### src/rtl/fetch_ctrl.sv
`default_nettype none
// +--------------------------------------------------------------------------+
// | fetch_ctrl : single-outstanding instruction fetch with one-word buffer.  |
// | Optional misaligned-redirect halt: FETCH_CTRL_ALIGN_CHECK_EN             |
// | Rev 1.0                                                                  |
// +--------------------------------------------------------------------------+
module fetch_ctrl #(
    parameter int               WIDTH      = 32,
    parameter logic [WIDTH-1:0] RESET_ADDR = '0
) (
    input  logic             clk,
    input  logic             rst,
    input  logic             redirect_valid,
    input  logic [WIDTH-1:0] redirect_addr,
    output logic             imem_req,
    output logic [WIDTH-1:0] imem_addr,
    input  logic             imem_ready,
    input  logic             imem_rvalid,
    input  logic [WIDTH-1:0] imem_rdata,
    output logic             instr_valid,
    input  logic             instr_ready,
    output logic [WIDTH-1:0] instr,
    output logic [WIDTH-1:0] instr_pc,
    output logic             fetch_fault
);

    typedef enum logic [2:0] {
        S_IDLE  = 3'd0,
        S_REQ   = 3'd1,
        S_WAIT  = 3'd2,
        S_DRAIN = 3'd3,
        S_HALT  = 3'd4
    } state_t;

    state_t           state, state_nxt;
    logic [WIDTH-1:0] pc, pc_nxt;
    logic [WIDTH-1:0] req_pc, req_pc_nxt;
    logic [WIDTH-1:0] instr_q, instr_nxt;
    logic [WIDTH-1:0] ipc_q, ipc_nxt;
    logic             valid_q, valid_nxt;
    logic             buf_free;
    logic             accept;
    logic             misaligned;
    logic [WIDTH-1:0] target;

`ifdef FETCH_CTRL_ALIGN_CHECK_EN
    assign target     = redirect_addr;
    assign misaligned = redirect_valid && (redirect_addr[1:0] != 2'b00);
`else
    assign target     = redirect_addr & ~WIDTH'(3);
    assign misaligned = 1'b0;
`endif

    assign buf_free    = !valid_q || instr_ready;
    assign imem_req    = (state == S_REQ) && buf_free;
    assign imem_addr   = pc;
    assign accept      = imem_req && imem_ready;
    assign instr_valid = valid_q;
    assign instr       = instr_q;
    assign instr_pc    = ipc_q;
    // HALT is sticky until reset, so it doubles as the fault flag.
    assign fetch_fault = (state == S_HALT);

    always_ff @(posedge clk or negedge rst) begin
        if (!rst) begin
            state   <= S_IDLE;
            pc      <= RESET_ADDR;
            req_pc  <= '0;
            instr_q <= '0;
            ipc_q   <= '0;
            valid_q <= 1'b0;
        end else begin
            state   <= state_nxt;
            pc      <= pc_nxt;
            req_pc  <= req_pc_nxt;
            instr_q <= instr_nxt;
            ipc_q   <= ipc_nxt;
            valid_q <= valid_nxt;
        end
    end

    always_comb begin
        state_nxt  = state;
        pc_nxt     = pc;
        req_pc_nxt = req_pc;
        instr_nxt  = instr_q;
        ipc_nxt    = ipc_q;
        valid_nxt  = valid_q;

        if (valid_q && instr_ready) begin
            valid_nxt = 1'b0;
        end

        case (state)
            S_IDLE: state_nxt = S_REQ;
            S_REQ: begin
                if (accept) begin
                    state_nxt  = S_WAIT;
                    pc_nxt     = pc + WIDTH'(4);
                    req_pc_nxt = pc;
                end
            end
            S_WAIT: begin
                if (imem_rvalid) begin
                    state_nxt = S_REQ;
                    instr_nxt = imem_rdata;
                    ipc_nxt   = req_pc;
                    valid_nxt = 1'b1;
                end
            end
            S_DRAIN: begin
                if (imem_rvalid) begin
                    state_nxt = S_REQ;
                end
            end
            S_HALT:  state_nxt = S_HALT;
            default: state_nxt = S_IDLE;
        endcase

        // Redirect overrides everything above; an in-flight fetch must be drained.
        if (redirect_valid && state != S_HALT) begin
            pc_nxt    = target;
            valid_nxt = 1'b0;
            case (state)
                S_REQ:   state_nxt = accept ? S_DRAIN : S_REQ;
                S_WAIT:  state_nxt = imem_rvalid ? S_REQ : S_DRAIN;
                default: ;
            endcase
            if (misaligned) begin
                state_nxt = S_HALT;
            end
        end
    end

endmodule
`default_nettype wire

### config.mk
export PLATFORM = sky130hd
export DESIGN_NAME = fetch_ctrl
export DESIGN_NICKNAME = d
export VERILOG_FILES = /design/src/rtl/fetch_ctrl.sv
export SDC_FILE = /design/constraint.sdc
export NUM_CORES = 1
export LEC_CHECK = 0
export BUFFER_PORTS_ARGS = -buffer_cell sky130_fd_sc_hd__buf_2
export CAP_MARGIN = 10
export CORE_MARGIN = 1
export CORE_UTILIZATION = 50
export DETAILED_ROUTE_END_ITERATION = 16
export GPL_ROUTABILITY_DRIVEN = 0
export GPL_TIMING_DRIVEN = 0
export PLACE_DENSITY_LB_ADDON = 0.3
export SLEW_MARGIN = 30
export SYNTH_ARGS = -nofsm -noshare
export SYNTH_HDL_FRONTEND = slang
export SYNTH_SLANG_ARGS = --single-unit
### constraint.sdc
create_clock -name clk -period 6.34 [get_ports clk]
set_clock_uncertainty 0.2 [all_clocks]
set_input_delay 0.634 -clock clk [delete_from_list [all_inputs] [get_ports clk]]
set_output_delay 0.634 -clock clk [all_outputs]
set_load 0.02 [all_outputs]
Yosys cells after proc, flatten, opt, wreduce, memory -nomap -nowiden --
Index checks and enable logic that the tools add are counted.
Word-level totals: word-level logic and storage cells 39, bits in registers 132, output and inout bits 99
Cells by class: mux-type cells 14, $add $sub $neg 1, equal/unequal tests 5, reductions and logical operators 13
Operators by type and width (number):
- 32-bit 2-to-1 mux | 3
- 32-bit by 3-bit adder with 32-bit output (second input constant) | 1
- 3-bit case mux with 4 select lines | 1
- 3-bit 2-to-1 mux | 3
- 3-bit by 2-bit == test with 1-bit output (second input constant) | 2
- 3-bit case mux with 2 select lines | 1
- 2-bit AND reduction | 3
- 1-bit logical AND | 4
- 1-bit 2-to-1 mux | 4
- 2-bit 2-to-1 mux | 2
- 2-bit nonzero test | 2
- 3-bit by 1-bit == test with 1-bit output (second input constant) | 1
- 3-bit == test (second input constant) | 1
- 3-bit logical NOT | 1
- 3-bit != test (second input constant) | 1
- 2-bit OR reduction | 1
- 1-bit logical NOT | 1
- 1-bit logical OR | 1

Longest topological paths before layout --
Gate-level depths: netlist of run 1.
depth after elaboration 8, mapped depth 6, gate-level depth less buffers 5

Least setup slack after synthesis of run 1 --
OpenSTA, ideal clock, no wires.
path type input port to output port, start point in instr_ready, end point out imem_req, buffers on the path 0, stages on the path 2, arrival time 1.406 ns, path slack 4.100 ns, cells stage by stage nor2b_1 -> nor4b_1
On the way: longest elaborated chain between the ends 2
RTL lines:
- from (decl) | line 21 | input logic instr_ready,
- 1-bit logical OR | line 54 | assign buf_free = !valid_q || instr_ready;
- 1-bit logical AND | line 55 | assign imem_req = (state == S_REQ) && buf_free;
- to (decl) | line 15 | output logic imem_req,
Every way passes these cells.

Worst setup path in the final report of run 1 --
start point reg pc[2], in the netlist imem_addr[2], end point reg pc[22], in the netlist imem_addr[22]
On the way: longest elaborated chain between the ends 4
RTL lines:
- from (decl) | line 36 | logic [WIDTH-1:0] pc, pc_nxt;
- from (signal assigned) | line 74 | pc <= pc_nxt;
- 32-bit by 3-bit adder with 32-bit output | line 99 | pc_nxt = pc + WIDTH'(4);
- 32-bit 2-to-1 mux | line 97 | if (accept) begin
- 32-bit 2-to-1 mux | line 94 | case (state)
- 32-bit 2-to-1 mux | line 121 | if (redirect_valid && state != S_HALT) begin
Every way passes these cells. The select of a mux whose other input is x is not followed. A chain may end at the register's enable or synchronous reset.

==> impl.org, run 1 <==
** CTS
- Total CTS buffers :: 17
- TritonCTS built the clock tree.
- TritonCTS sink count :: 126
- Worst-Skew Late Latency :: 520 ps
- Clk buf depth :: 2
- In this run, post-CTS repair resized a total of 0 instances.
- The H-tree was split into 4 levels.
- Reg clk slew, reported paths :: 60 ps
- CTS placed an instance of sky130_fd_sc_hd__clkbuf_8 at the clock tree root.

** Drt
- First-pass DRT Iterations :: 4
- Via density per instance :: 5.21
- For this block, the via count after detailed routing is 4196.
- For this run, design rule violations remaining after detail routing come to 0.
- After detailed routing, the total wire length is 12900 um.
- Number of DRC markers in iteration 0 :: 169
- Once detail routing completed, the nets flagged for antenna violations numbered 0.
- Dividing the detail-routed wire length by the instance count gives 16.0 um.

** Timing
- Fmax :: 403 MHz
- The final number of max-transition violations came to 0.
- The final count of hold timing violations is 0.
- Worst rel slew slack :: 59.2%
- # setup viols final :: 0
- After routing, the total negative slack on setup checks comes to 0 ps.
- Share of the clock period used by the worst path :: 39.2%
- Clock period minus final worst setup slack :: 2480 ps
- Actual transition at the worst max-transition pin :: 612 ps
- Setup repair after global routing left no endpoint under its margin.
- Final hold slack :: 118 ps

** Layout
- Final layout net count :: 731
- The count of cells in the finished layout, fillers not included, comes to 806.
- Compared with the post-synthesis result, the final layout area differs by 30.2%.
- Cells with a size suffix above 1 make up 40.0% of the layout.
- The number of antenna diodes in the final layout is 0.

** Synthesis
- Counting flops and latches in the post-synthesis netlist gives 126.
- Mean instance size in the synthesized netlist :: 11.4 um^2
- Register area share after synthesis :: 58.3%
- Number of synthesized flops with an enable pin :: 0
- Count of synthesis-stage warnings from yosys :: 0
- Among all flip-flop cells after synthesis, the most frequent one is sky130_fd_sc_hd__dfrtp_1.
- Share of synthesized flip-flops with an asynchronous set or reset :: 100%
- In the synthesized netlist, the number of instances is 474.
- Count of unique library cells instantiated by Yosys :: 38
- Total standard cell area after synthesis :: 5410 um^2

** Setup path
- Cell at the slowest stage of the critical path :: sky130_fd_sc_hd__nand3_1
- Together, buffers and inverters on the worst path number 1.
- The worst setup path is launched from a flop.
- The largest single stage delay on the critical path is 500 ps.
- In this run the worst path has a maximum fanout of 8.
- Required @ worst endpoint :: 6510 ps
- The worst register-to-register path has a setup slack of 3860 ps.
- Traced cell by cell, the critical path runs through ha_1 -> clkbuf_1 -> nand3_1 -> nor4_1 -> xnor2_1 -> a21oi_1.
- The kind of cell with the highest combined delay along the critical path is simple AND/OR/NAND/NOR gates.
- The worst setup path is of the flop to flop kind.
- Data on the critical path arrives at its endpoint at 2650 ps.
- In this run the critical register-to-register path is launched from imem_addr[2].
- The critical path starts at imem_addr[2].
- STA classifies the critical path endpoint as a flop.

** Status
- The run finished with clean final reports.

** Global routing
- The number of antenna violations at the first check in global routing came to 0.
- Grt ovf :: 0
- The via count of the first global-routing pass came to 4283.
- Pin count of the biggest net entering global routing :: 91
- Tot GR Track Use :: 24.6%
- The first global-routing pass estimated 21100 um of wire.

** Die
- Starting density of the core :: 51.9%
- Die boundary height :: 106 um
- Ports :: 169
- The region available for standard cell placement spans 10400 um^2.
- Die area :: 11200 um^2
- Die span in x :: 106 um
- Row generation in the floorplan step produced 37 rows.

** Placement
- In this run, placement finished with an instance count of 776.
- Buffers placed on the I/O ports in this run total 162.
- The wire-length estimate of the detail-placed layout is 9060 um.

** Pwr
- Power consumption :: 3.00 mW
- In this run the static leakage power is 3.48 nW.
- Maximum vdd ir drop :: 0.000199 V
- PwrDens :: 426 nW/um^2

** Min path
- Origin of the worst min-delay path :: redirect_addr[6]
- The tightest min-delay check is of the primary input to flop type.

** Flow run
- Max-cap violations in this run came to 0.
[report_power, final]
part / leakage [nW] / switching (mW) / internal, mW / total, mW
registers: 1.58 / 0.152 / 1.06 / 1.21
logic: 1.62 / 0.488 / 0.331 / 0.819
clock network: 0.285 / 0.327 / 0.645 / 0.971
total: 3.48 / 0.967 / 2.04 / 3.00
[through the flow]
step	util, %	worst slack (ps)	instance area, um^2
4_1_cts	67.6	3860	7050
3_5_place_dp	61.8	3570	6440
3_3_place_gp	61.5	2880	6400
5_1_grt	67.6	3690	7050
2_1_floorplan	-	4100	5420
6_report	67.6	3860	7050
[tightest hold or removal path: stages]
cell and delay, ps:
sky130_fd_sc_hd__buf_2 70, sky130_fd_sc_hd__nand2_1 30, sky130_fd_sc_hd__o21ai_0 60
[cell type report]
class                           count  area [um^2]
Clock inverter                      5          105
Fill cell                         816         3370
Tap cell                          136          170
Multi-Input combinational cell    321         2130
Sequential cell                   126         3150
Buffer                             27          124
Clock buffer                       24          490
Inverter                            3         11.3
Timing Repair Buffer              164          858
[cell usage after synthesis (3+ instances only)]
| cell | n | area share, % |
|---|---|---|
| sky130_fd_sc_hd__nor2_1 | 9 | 0.62 |
| sky130_fd_sc_hd__mux2_2 | 62 | 13 |
| sky130_fd_sc_hd__nand2b_1 | 3 | 0.35 |
| sky130_fd_sc_hd__nor4_4 | 3 | 1.2 |
| sky130_fd_sc_hd__buf_1 | 3 | 0.21 |
| sky130_fd_sc_hd__xor2_1 | 8 | 1.3 |
| sky130_fd_sc_hd__and2_1 | 3 | 0.35 |
| sky130_fd_sc_hd__nor3_1 | 5 | 0.46 |
| sky130_fd_sc_hd__clkbuf_1 | 19 | 1.3 |
| sky130_fd_sc_hd__buf_4 | 4 | 0.56 |
| sky130_fd_sc_hd__xnor2_1 | 21 | 3.4 |
| sky130_fd_sc_hd__a21oi_1 | 7 | 0.65 |
| sky130_fd_sc_hd__nand4_1 | 11 | 1.3 |
| sky130_fd_sc_hd__nand2_1 | 120 | 8.3 |
| sky130_fd_sc_hd__nor4_1 | 8 | 0.93 |
| sky130_fd_sc_hd__nand3_1 | 6 | 0.56 |
| sky130_fd_sc_hd__and4_1 | 5 | 0.81 |
| sky130_fd_sc_hd__dfrtp_1 | 126 | 58 |
| sky130_fd_sc_hd__nor4_2 | 3 | 0.69 |
| sky130_fd_sc_hd__inv_1 | 3 | 0.21 |
| sky130_fd_sc_hd__o21ai_1 | 5 | 0.46 |
| sky130_fd_sc_hd__o21ai_0 | 20 | 1.9 |
[kinds of logic (layout without fill, tap and decap cells)]
kind of cell / count (synthesis) / after routing / share of synthesized area, %
simple gates: 189 / 189 / 17.8
flops: 126 / 126 / 58.3
buf+inv: 30 / 223 / 2.50
fa+ha+maj: 1 / 1 / 0.231
other cells: 1 / 4 / 0.0693
compound gates: 36 / 36 / 3.54
mux: 62 / 62 / 12.9
xor+xnor: 29 / 29 / 4.69
[sequential cells by signal, indices dropped and copies added (netlist names)]
| register | count |
|---|---|
| instr_pc | 30 |
| imem_addr | 30 |
| state | 3 |
| req_pc | 30 |
| instr_valid | 1 |
| instr | 32 |
[placed cells by master (no fill, tap or decap), types with 4 or more instances in the layout]
cell and count:
sky130_fd_sc_hd__and4_1 5, sky130_fd_sc_hd__o21ai_0 20, sky130_fd_sc_hd__conb_1 4, sky130_fd_sc_hd__nor4_1 8, sky130_fd_sc_hd__dfrtp_1 126, sky130_fd_sc_hd__nand2_1 120, sky130_fd_sc_hd__xnor2_1 21, sky130_fd_sc_hd__o21ai_1 5
sky130_fd_sc_hd__buf_2 161, sky130_fd_sc_hd__nor2_1 9, sky130_fd_sc_hd__clkbuf_1 21, sky130_fd_sc_hd__buf_4 4, sky130_fd_sc_hd__nand3_1 6, sky130_fd_sc_hd__mux2_2 62, sky130_fd_sc_hd__a21oi_1 7, sky130_fd_sc_hd__clkbuf_8 6
sky130_fd_sc_hd__nand4_1 11, sky130_fd_sc_hd__xor2_1 8, sky130_fd_sc_hd__nor3_1 5, sky130_fd_sc_hd__clkbuf_16 16
[layer usage]
metal | vias to the layer above | track usage, % | part of all wire [%] | routed length (um)
li1 | 1988 | - | - | -
met1 | 2056 | 31.8 | 44 | 5620
met2 | 142 | 40.0 | 50 | 6410
met3 | 10 | 7.48 | 5.7 | 737
met4 | 0 | 7.14 | 0.95 | 123
met5 | - | 0 | 0 | 0
[final timing paths]
check                                end  cells past startpoint
max                        imem_addr[22]                      6
min                         imem_addr[6]                      3
max reg2reg                imem_addr[22]                      6
min reg2reg                   req_pc[13]                      2
max in group asynchronous  imem_addr[30]                      3
min in group asynchronous       instr[6]                      2
[what timing repair did]
action                                 CTS  global route
setup buffers                            0             0
endpoints found under the hold margin   36             0
hold buffers                             1             0
(Power assumes the default switching activity.)
==> inputs of run 2 (changes only) <==
--- a/config.mk
+++ b/config.mk
@@ -5,6 +5,7 @@
 export SDC_FILE = /design/constraint.sdc
 export NUM_CORES = 1
 export LEC_CHECK = 0
+export ABC_AREA = 1
 export BUFFER_PORTS_ARGS = -buffer_cell sky130_fd_sc_hd__buf_2
 export CAP_MARGIN = 10
 export CORE_MARGIN = 1
==> constraint.sdc (replaced) <==
create_clock -name clk -period 2.3 [get_ports clk]
set_clock_uncertainty 0.2 [all_clocks]
set_input_delay 0.23 -clock clk [delete_from_list [all_inputs] [get_ports clk]]
set_output_delay 0.23 -clock clk [all_outputs]
set_load 0.02 [all_outputs]
==> impl.org, run 2 <==
** Timing
- Of the available clock period, the critical path in the final layout requires 89.6%.
- Worst rel slew slack :: 57.3%
- The final count of hold timing violations came to 0.
- Worst Slack Setup Final :: 238 ps
- Fmax :: 485 MHz
- Actual transition at the worst max-transition pin :: 637 ps
- Clock period minus final worst setup slack :: 2060 ps
- # setup viols final :: 0
- Unrepaired setup endpoints after global routing :: false
- The final number of max-transition violations came to 0.
- Final hold slack :: 17.6 ps

** Setup path
- The largest single stage delay on the critical path is 490 ps.
- The worst register-to-register path ends at imem_addr[2].
- The signal on the critical path passes through nor2_2 -> nand2_2 -> nor3_2 -> nand2_1 -> o22ai_1 -> nor2_1.
- The worst register-to-register path begins at state[2].
- Category of the worst setup path launch point :: flop
- Data arrives at the worst endpoint at 2170 ps.
- Cell at the slowest stage of the critical path :: sky130_fd_sc_hd__nor3_2
- Cell count of the worst reg-to-reg path :: 6
- The worst setup path is captured at a flop.
- Category of the most critical setup path :: flop to flop
- The critical path starts at state[2].
- Critical path destination :: imem_addr[2]
- Of all nets on the critical path, the largest fanout is 8.
- Required @ worst endpoint :: 2410 ps
- Setup slack on the worst reg-to-reg path comes out at 240 ps.

** Drt
- ANT nets after route :: 0
- Avg WL per Cell :: 16.3 um
- Final Routed Wirelength :: 16900 um
- Total number of vias :: 5498
- DRC errors left :: 0
- For this block, the initial DRC count from the detailed router was 452.
- First-pass DRT Iterations :: 5
- Via density per instance :: 5.29

** Placement
- Placed cell count :: 944
- I/O Buffers :: 162
- OpenSTA, run right after detailed placement, puts the worst setup slack at 304 ps.
- Post-DP HPWL :: 11400 um

** Global routing
- Vias in the first global route :: 5324
- Pin count of the biggest net entering global routing :: 84
- met2 is the most crowded layer.
- Grt ovf :: 0
- The first global-routing pass estimated 26400 um of wire.
- Met1 routing resource usage after global routing :: 36.1%
- Routing usage on met3 :: 6.76%
- Global routing consumed, on the met2 layer, 49.2% of the routing resources.
- The number of antenna violations at the first check in global routing is 0.
- Across every metal layer, demand over resource in global routing totals 29.3%.

** Die
- The core region is 11400 um^2.
- Ports :: 169
- The initial utilization of the core area, before any placement, comes to 51.1%.
- Rows :: 39
- Die area :: 12100 um^2
- Die boundary height :: 110 um
- In this run the horizontal extent of the chip is 110 um.

** Pwr
- Power spread over the standard cell area amounts to 1170 nW/um^2.
- Leakage power summed over all cells :: 4.07 nW
- IR analysis of the VDD net gives a maximum drop of 0.000809 V.

** Layout
- Share of cells above drive strength 1 :: 32.2%
- The area growth from synthesis to layout is 39.3%.
- Utilization after layout :: 71.2%
- In the layout the commonest cells are sky130_fd_sc_hd__buf_2 (174), sky130_fd_sc_hd__nand2_1 (166), sky130_fd_sc_hd__dfrtp_1 (126), sky130_fd_sc_hd__dlygate4sd3_1 (64), sky130_fd_sc_hd__nor2_1 (59).
- The register with the most flip-flops in the layout has 32 of them.
- Final layout net count :: 955
- Most common cell after layout, fill and taps aside :: sky130_fd_sc_hd__buf_2
- Antenna Diode Count :: 0
- Final instance count without filler cells :: 1040

** Synthesis
- Count of synthesis-stage warnings from yosys :: 0
- Area fraction of the dominant cell type after synthesis :: 54.0%
- Among all flip-flop cells after synthesis, the most frequent one is sky130_fd_sc_hd__dfrtp_1.
- Mean instance size in the synthesized netlist :: 9.19 um^2
- Library cell with the highest instance count after synthesis :: sky130_fd_sc_hd__nand2_1
- The cell count after synthesis came out at 635.
- The synthesized design contains 0 enable-type register cells.
- Main area contributors after synthesis :: sky130_fd_sc_hd__dfrtp_1 (54%), sky130_fd_sc_hd__nand2_1 (11%), sky130_fd_sc_hd__mux2_2 (9.6%)
- Summing every instance area after synthesis gives 5840 um^2.
- Register area share after synthesis :: 54.0%
- In the synthesized netlist, the cells that appear most often are sky130_fd_sc_hd__nand2_1 (166), sky130_fd_sc_hd__dfrtp_1 (126), sky130_fd_sc_hd__nor2_1 (59).
- Count of unique library cells instantiated by Yosys :: 36
- Count of state elements after synthesis :: 126
- In the synthesized netlist the async set-or-reset flop fraction comes to 100%.
- Top cell type by total area after synthesis :: sky130_fd_sc_hd__dfrtp_1

** CTS
- Total CTS buffers :: 17
- In this run the post-CTS setup repair buffer count came out at 0.
- The H-tree generated during clock tree synthesis spans 4 levels.
- Reg clk slew, reported paths :: 60 ps
- TritonCTS sink count :: 126
- Worst-Skew Late Latency :: 420 ps
- Clk buf depth :: 2
- Clock root buffer master :: sky130_fd_sc_hd__clkbuf_16
- CTS tree :: built

** Status
- Status :: finished clean

** Min path
- Hold Path Class :: primary input to flop

** Flow run
- The tool flagged a number of max-cap violations equal to 0.
-- run 2: layer usage --
metal / routed length (um) / vias to the layer above
met1: 6720 / 2578
met2: 8160 / 304
li1: - / 2565
met5: 0 / -
met3: 1530 / 51
met4: 520 / 0
-- run 2: timing repair --
item	CTS	global route
resized for setup	0	0
endpoints found under the hold margin	189	0
hold buffers	64	0
-- run 2: cell families after synthesis --
logic type                 share of synthesized area [%]
other                                             0.0643
AOI/OAI and AO/OA                                   6.97
DFF                                                 54.0
buffers and inverters                               5.94
muxes                                               11.0
adders and majority gates                          0.214
and+or+nand+nor                                     21.5
xor gates and xnor gates                           0.300
-- run 2: cell type report --
type,instances,area [um^2]
plain buffers,26,151
fillers,861,3290
clock buffers,19,453
inverters,52,195
well taps,143,179
clock inverters,13,163
multi-input cells,434,2350
flip-flops and latches,126,3150
repair buffers,227,1490
-- run 2: worst min path at each step --
stage | start | endpoint | cells past startpoint
5_1_grt | redirect_addr[17] | imem_addr[17] | 5
3_5_place_dp | rst | instr[22] | 1
2_1_floorplan | rst | imem_addr[10] | 0
3_3_place_gp | imem_rvalid | state[1] | 2
6_report | redirect_addr[17] | imem_addr[17] | 5
4_1_cts | redirect_addr[17] | imem_addr[17] | 5
-- run 2: metrics by stage --
stage               TNS, ps  power, mW  instance area (um^2)
global route              0       10.0                  8130
detailed placement        0       6.60                  6870
floorplan                 0       5.46                  5850
CTS                       0       9.46                  8130
finish                    0       9.48                  8130
global placement     -87380       6.47                  6840
-- run 2: worst max-delay path: cells and delay by family (launching register included) --
family | cells | cell delay, ps
compound gates | 1 | 200
flops | 1 | 430
simple gates | 5 | 1110
-- run 2: report_power, final --
| group | switching [mW] | total, mW | internal (mW) |
|---|---|---|---|
| logic | 1.88 | 3.08 | 1.20 |
| registers | 0.540 | 3.62 | 3.08 |
| clock network | 1.01 | 2.78 | 1.76 |
